**src/rtl/sigmoid.sv**
```systemverilog
// sigmoid: hard-sigmoid activation stage placed downstream of a node.
//   Forward path : 16-bit signed Q8.8 argument -> 8-bit unsigned Q0.8 activation.
//                  Trained samples record a "saturated" flag in a small FIFO.
//   Backward path: 16-bit signed Q8.8 error -> 16-bit signed Q8.8 delta, scaled by
//                  the derivative (1/4 or 0) of the matching forward sample.
// Ports:
//   clock                      single rising-edge clock
//   reset                      synchronous, active-low
//   train                      record a derivative flag for the accepted argument
//   argument_valid/ready/data  product stream in (Q8.8 signed)
//   activation_valid/ready/data activation stream out (Q0.8 unsigned)
//   error_valid/ready/data     error stream in (Q8.8 signed)
//   delta_valid/ready/data     delta stream out (Q8.8 signed)
module sigmoid #(
   parameter int unsigned DEPTH = 4
) (
   input  logic        clock,
   input  logic        reset,
   input  logic        train,
   input  logic        argument_valid,
   output logic        argument_ready,
   input  logic [15:0] argument_data,
   output logic        activation_valid,
   input  logic        activation_ready,
   output logic [7:0]  activation_data,
   input  logic        error_valid,
   output logic        error_ready,
   input  logic [15:0] error_data,
   output logic        delta_valid,
   input  logic        delta_ready,
   output logic [15:0] delta_data
);

   localparam int unsigned AW = $clog2(DEPTH);

   // Derivative-flag FIFO: 1 = saturated (f' = 0), 0 = unsaturated (f' = 1/4).
   logic [DEPTH-1:0] flag_mem;
   logic [AW:0]      wr_ptr;
   logic [AW:0]      rd_ptr;
   logic             flag_full;
   logic             flag_empty;
   logic             head_flag;

   logic signed [16:0] arg_ext;
   logic signed [16:0] s;
   logic               saturated;
   logic [7:0]         act_next;

   logic signed [15:0] err_s;
   logic signed [15:0] err_scaled;

   logic arg_accept;
   logic err_accept;
   logic push;

   assign flag_full  = (wr_ptr[AW] != rd_ptr[AW]) && (wr_ptr[AW-1:0] == rd_ptr[AW-1:0]);
   assign flag_empty = (wr_ptr == rd_ptr);
   assign head_flag  = flag_mem[rd_ptr[AW-1:0]];

   // Hard sigmoid: s = 0.5 + x/4 with floor division, clamped to [0, 0xFF].
   assign arg_ext = {argument_data[15], argument_data};
   assign s       = (arg_ext >>> 2) + 17'sd128;

   always_comb begin
      saturated = 1'b0;
      act_next  = s[7:0];
      if (s <= 17'sd0) begin
         saturated = 1'b1;
         act_next  = '0;
      end else if (s >= 17'sd256) begin
         saturated = 1'b1;
         act_next  = '1;
      end
   end

   assign err_s      = error_data;
   assign err_scaled = err_s >>> 2;

   // Untrained arguments never wait on the FIFO; errors never wait on the forward path.
   assign argument_ready = (!activation_valid || activation_ready) && !(train && flag_full);
   assign error_ready    = (!delta_valid || delta_ready) && !flag_empty;

   assign arg_accept = argument_valid && argument_ready;
   assign err_accept = error_valid && error_ready;
   assign push       = arg_accept && train;

   always_ff @(posedge clock) begin
      if (!reset) begin
         activation_valid <= 1'b0;
         activation_data  <= '0;
         delta_valid      <= 1'b0;
         delta_data       <= '0;
         wr_ptr           <= '0;
         rd_ptr           <= '0;
         flag_mem         <= '0;
      end else begin
         // Forward output register
         if (arg_accept) begin
            activation_valid <= 1'b1;
            activation_data  <= act_next;
         end else if (activation_ready) begin
            activation_valid <= 1'b0;
         end

         // Backward output register
         if (err_accept) begin
            delta_valid <= 1'b1;
            delta_data  <= head_flag ? '0 : err_scaled;
         end else if (delta_ready) begin
            delta_valid <= 1'b0;
         end

         // FIFO: push and pop may both happen in one cycle
         if (push) begin
            flag_mem[wr_ptr[AW-1:0]] <= saturated;
            wr_ptr                   <= wr_ptr + {{AW{1'b0}}, 1'b1};
         end
         if (err_accept) begin
            rd_ptr <= rd_ptr + {{AW{1'b0}}, 1'b1};
         end
      end
   end

endmodule

```
**config.mk**
```make
export PLATFORM = sky130hd
export DESIGN_NAME = sigmoid
export DESIGN_NICKNAME = d
export VERILOG_FILES = /design/src/rtl/sigmoid.sv
export SDC_FILE = /design/constraint.sdc
export NUM_CORES = 1
export LEC_CHECK = 0
export BUFFER_PORTS_ARGS = -buffer_cell sky130_fd_sc_hd__buf_2
export CORE_UTILIZATION = 52
export DETAILED_ROUTE_END_ITERATION = 12
export GPL_TIMING_DRIVEN = 0
export PLACE_DENSITY = 0.95
export SLEW_MARGIN = 30
export SYNTH_ARGS = -nofsm -noshare
export SYNTH_HDL_FRONTEND = slang
export SYNTH_SLANG_ARGS = --single-unit
```
**constraint.sdc**
```tcl
create_clock -name clock -period 4.11 [get_ports clock]
set_input_delay 0.822 -clock clock [delete_from_list [all_inputs] [get_ports clock]]
set_output_delay 0.822 -clock clock [all_outputs]
set_load 0.1 [all_outputs]
```
After elaboration in Yosys (flattened, before gate mapping)
Cells that the tools add are included.
{ "op_classes": {"add_sub_neg": 3, "magnitude_cmp": 5, "eq_ne": 3, "n_mux": 14, "n_reduce_logical": 16} }
{ "op_table": {"columns": ["operator", "n"], "rows": [
  ["two-way mux 16 bit", 1],
  ["two-way mux 8 bit", 2],
  ["adder 14 x 9 -> 15 bit, second input constant", 1],
  ["greater-or-equal comparator 15 x 10 -> 1 bit, second input constant", 1],
  ["less-or-equal comparator 15 x 1 -> 1 bit, second input constant", 1],
  ["logical AND 1 bit", 8],
  ["two-way mux 1 bit", 8],
  ["adder 3 x 1 -> 3 bit, second input constant", 2],
  ["less-than comparator 2 x 3 -> 1 bit, second input constant", 2],
  ["bitwise mux 4 bit", 1],
  ["logical NOT 1 bit", 4],
  ["nonzero test 2 bit", 2],
  ["equality test 3 bit", 1],
  ["binary-select mux 1 bit (select 2 bit)", 1],
  ["demux 1 bit (select 2 bit)", 1],
  ["equality test 2 bit", 1],
  ["greater-or-equal comparator 2 x 1 -> 1 bit, second input constant", 1],
  ["logical OR 1 bit", 2],
  ["!= test 1 bit", 1]
]} }
{ "totals": {"register_bits": 36, "output_inout_bits": 28, "word_cells": 48} }

Logic depth before layout (Yosys ltp)
{ "logic_depth": {"depth_word": 7, "mapped_depth": 7, "mapped_depth_nobuf": 6} }

Worst setup path after synthesis
OpenSTA, ideal clock, no wires.
{ "synth_path": {"path_kind": "input to output", "start": "input activation_ready", "end": "output argument_ready", "t_arrival_ns": 3.177, "required_ns": 3.288, "path_slack_ns": 0.111, "path_stages": 2, "path_cell_list": "nand2b_1 -> a21boi_0"} }
{ "synth_via": {"elab_chain_len": 2} }
{ "synth_lines": {"columns": ["element", "line_no", "rtl"], "rows": [
  ["from (decl)", "24", "input logic activation_ready,"],
  ["logical OR 1 bit", "80", "assign argument_ready = (!activation_valid || activation_ready) && !(train && flag_full);"],
  ["logical AND 1 bit", "80", null],
  ["to (decl)", "21", "output logic argument_ready,"]
]} }
No other way between the ends.

Final worst setup path
{ "layout_path": {"start": "register wr_ptr[1]", "end": "output argument_ready"} }
{ "layout_via": {"elab_chain_len": 5} }
{ "layout_lines": {"columns": ["element", "line_no", "rtl"], "rows": [
  ["from (decl)", "38", "logic [AW:0] wr_ptr;"],
  ["from (signal assigned)", "116", "wr_ptr <= wr_ptr + {{AW{1'b0}}, 1'b1};"],
  ["equality test 2 bit", "56", "assign flag_full = (wr_ptr[AW] != rd_ptr[AW]) && (wr_ptr[AW-1:0] == rd_ptr[AW-1:0]);"],
  ["logical AND 1 bit", "56", null],
  ["logical AND 1 bit", "80", null],
  ["logical NOT 1 bit", "80", null],
  ["logical AND 1 bit", "80", null]
]} }
No other way between the ends.

==> out/qor.yml <==
cts:
  clk_latency_ns: 0.34
  postCtsSetupBuffers: 0
  cts_hold_buf: 0
  cts_tree: "done"
  cts.path.max_buffers: 2
  cts.sinks: 34
  cts.reportedPaths.clkPinSlew_ns: 0.10
  ctsResizeCount: 0
  cts_max_level: 2
  cts_root_buf: "clkbuf_4"
  cts_buffers: 5
setup_path:
  start_kind: "flip-flop"
  slowest_delay_ns: 0.47
  cp.arrival_ns: 2.04
  cp_max_fo: 9
  crit_chain: "xor2_1 > nor3b_4 > a21boi_0 > buf_2"
  worstPathRequired_ns: 3.29
  cp_slowest_cell: "buf_2"
  setup.worst_path.end_class: "output pin"
  crit_type: "reg2out"
global_route:
  grt_pass1_vias: 1483
  grt_first_pass_wirelength_um: 6070
  grt.total_usage_pct: 23.1
  grt_overflow: 0
  antenna_found_initial: 0
  grt_max_degree: 11
drt:
  via_count: 1587
  routedWlPerCell_um: 12.5
  postRouteAntennaNets: 0
  first_pass_iters: 4
  routed_wl_um: 3790
  drc: 0
  drtIter0Drc: 43
  viasPerCell: 5.24
cells_and_area:
  final_area_sq_mm: 0.00215
  n_antenna_cell: 0
  layout-area-overhead-vs-synth_pct: 25.6
  num-nets-final: 303
  layout-drive-gt1-share_pct: 31.7
worst_hold_path:
  hold_path_class: "reg2reg"
timing:
  finalSetupViolCount: 0
  setup_tns_ns: 0
  fin_crit_ns: 2.86
  slew_viol_final: 0
  worst_slew_pin_slew_ns: 0.738
  slew_headroom_pct: 50.3
  finalClockSkew_ns: 0.0104
  rsz0062_at_grt: "false"
  max_freq_mhz: 349
  finalHoldViolations: 0
  min_period_over_period_pct: 69.7
yosys:
  syn_area_per_cell_sq_um: 9.02
  synthArstFlopShare_pct: 0
  syn-instance-count: 190
  synth-seq-area-share_pct: 39.7
  synth_warnings: 0
  synth_seq_cells: 34
  synth_edf_count: 0
  synth_area_sq_mm: 0.00171
  ys_types: 37
  syn_nets: 235
  synth-main-ff-cell: "dfxtp_1"
power_and_ir_drop:
  p_sw_uw: 433
  intPower_uw: 563
  pwr-share-clk_pct: 23.1
  p_per_area_mw_per_mm2: 463
  leakage_nw: 0.938
  peakVddDrop_uv: 294
  p_sw_share_pct: 43.5
  p_seq_share_pct: 37.9
  p_comb_share_pct: 39.1
floorplanning:
  dieArea_sq_mm: 0.00353
  num_rows: 20
  io_pins: 67
  start_util_pct: 55.7
  dieHeight_um: 59.4
  die_w_um: 59.4
  core_area_sq_mm: 0.00308
placement:
  place.gp.congestion: 0.744
  dp_hpwl_um: 2870
  port_buffers: 61
  placed_area_sq_mm: 0.00207
run:
  max_cap_violations: 0
run_status:
  outcome: "finished, final reports clean"
## Yosys cell counts, drive strengths merged, types with 2 or more instances
library cell,instances,area [sq um]
clkbuf,5,18.8
o21ai,9,45.0
inv,5,18.8
nor2b,15,93.8
nor3b,19,159
ha,6,75.1
dfxtp,34,681
nor2,5,18.8
xor2,4,42.6
o31a,9,78.8
or3,2,12.5
nor4,3,18.8
a21boi,6,45.0
buf,8,46.3
a21oi,23,115
and2,3,18.8
nand3,4,20.0
xnor2,2,17.5
nand2,12,45.0
a31oi,5,31.3
nand2b,2,12.5
## power groups by stage
stage               registers, mW  clock network, mW  logic (mW)
CTS                         0.377              0.232       0.390
global route                0.381              0.247       0.411
global placement            0.384                  0       0.384
finish                      0.377              0.230       0.389
detailed placement          0.385                  0       0.389
floorplan                   0.551                  0       0.153
## cell families (layout without fill, tap and decap cells)
family | Yosys count | after routing | share of synthesized area, %
buffers and inverters | 18 | 87 | 4.89
xor gates and xnor gates | 6 | 6 | 3.50
muxes | 2 | 2 | 1.90
DFF | 34 | 34 | 39.7
adders and majority gates | 6 | 6 | 4.38
and+or+nand+nor | 67 | 67 | 24.1
AOI/OAI and AO/OA | 57 | 57 | 21.5
## state kept, by name (all words and copies together) (netlist names)
| signal | cells |
|---|---|
| delta_data | 14 |
| rd_ptr | 3 |
| delta_valid | 1 |
| flag_mem | 4 |
| activation_data | 8 |
| wr_ptr | 3 |
| activation_valid | 1 |
## critical path, delay by kind of cell (launching register included)
kind,cells,cell delay (ns)
buffers and inverters,1,0.47
DFF,1,0.43
xor gates and xnor gates,1,0.39
AOI/OAI and AO/OA,1,0.26
and+or+nand+nor,1,0.15
## layout make-up
class / instances / area [sq um]
inverters: 5 / 18.8
flip-flops and latches: 34 / 681
plain buffers: 13 / 65.1
well taps: 44 / 55.1
repair buffers: 61 / 305
clock buffers: 8 / 78.8
fillers: 278 / 925
multi-input cells: 138 / 950
## routing by layer
metal | share of wire, % | GRT usage (%) | up-vias | routed length (um)
li1 | - | - | 808 | -
met1 | 44 | 25.7 | 712 | 1660
met2 | 48 | 39.6 | 57 | 1830
met3 | 6.3 | 7.21 | 10 | 237
met4 | 1.6 | 11.2 | 0 | 62
met5 | 0 | 0 | - | 0
## placed cells by master, fill, tap and decap left out, types with 4 or more instances in the layout
cell,instances
a21boi_0,4
a21oi_1,23
a31oi_1,5
buf_2,65
clkbuf_1,5
clkbuf_4,5
dfxtp_1,34
ha_1,6
inv_1,5
nand2_1,12
nand3_1,4
nor2_1,5
nor2b_1,15
nor3b_1,17
o21ai_0,8
o31a_1,9
## worst paths after layout
| kind | startpoint | end | slack, ns | cells past startpoint |
|---|---|---|---|---|
| min reg2reg | delta_data[5] | delta_data[5] | 0.52 | 2 |
| max reg2reg | rd_ptr[2] | activation_data[0] | 2.11 | 7 |
| max | wr_ptr[1] | argument_ready | 1.25 | 4 |
| min | delta_data[5] | delta_data[5] | 0.52 | 2 |
## per-stage QoR
step / hold slack, ns / util [%] / setup slack (ns) / power [mW] / instances
final: 0.516 / 70.0 / 1.25 / 0.996 / 303
after global routing: 0.537 / 70.0 / 1.17 / 1.04 / 303
after CTS: 0.516 / 70.0 / 1.26 / 1.00 / 303
after detailed placement: 0.495 / 67.4 / 1.40 / 0.774 / 295
after global placement: 0.484 / 67.4 / 1.43 / 0.768 / 295
after floorplan: 0.468 / - / 0.111 / 0.704 / 190
No activity file was read; power rests on OpenSTA's default activity.
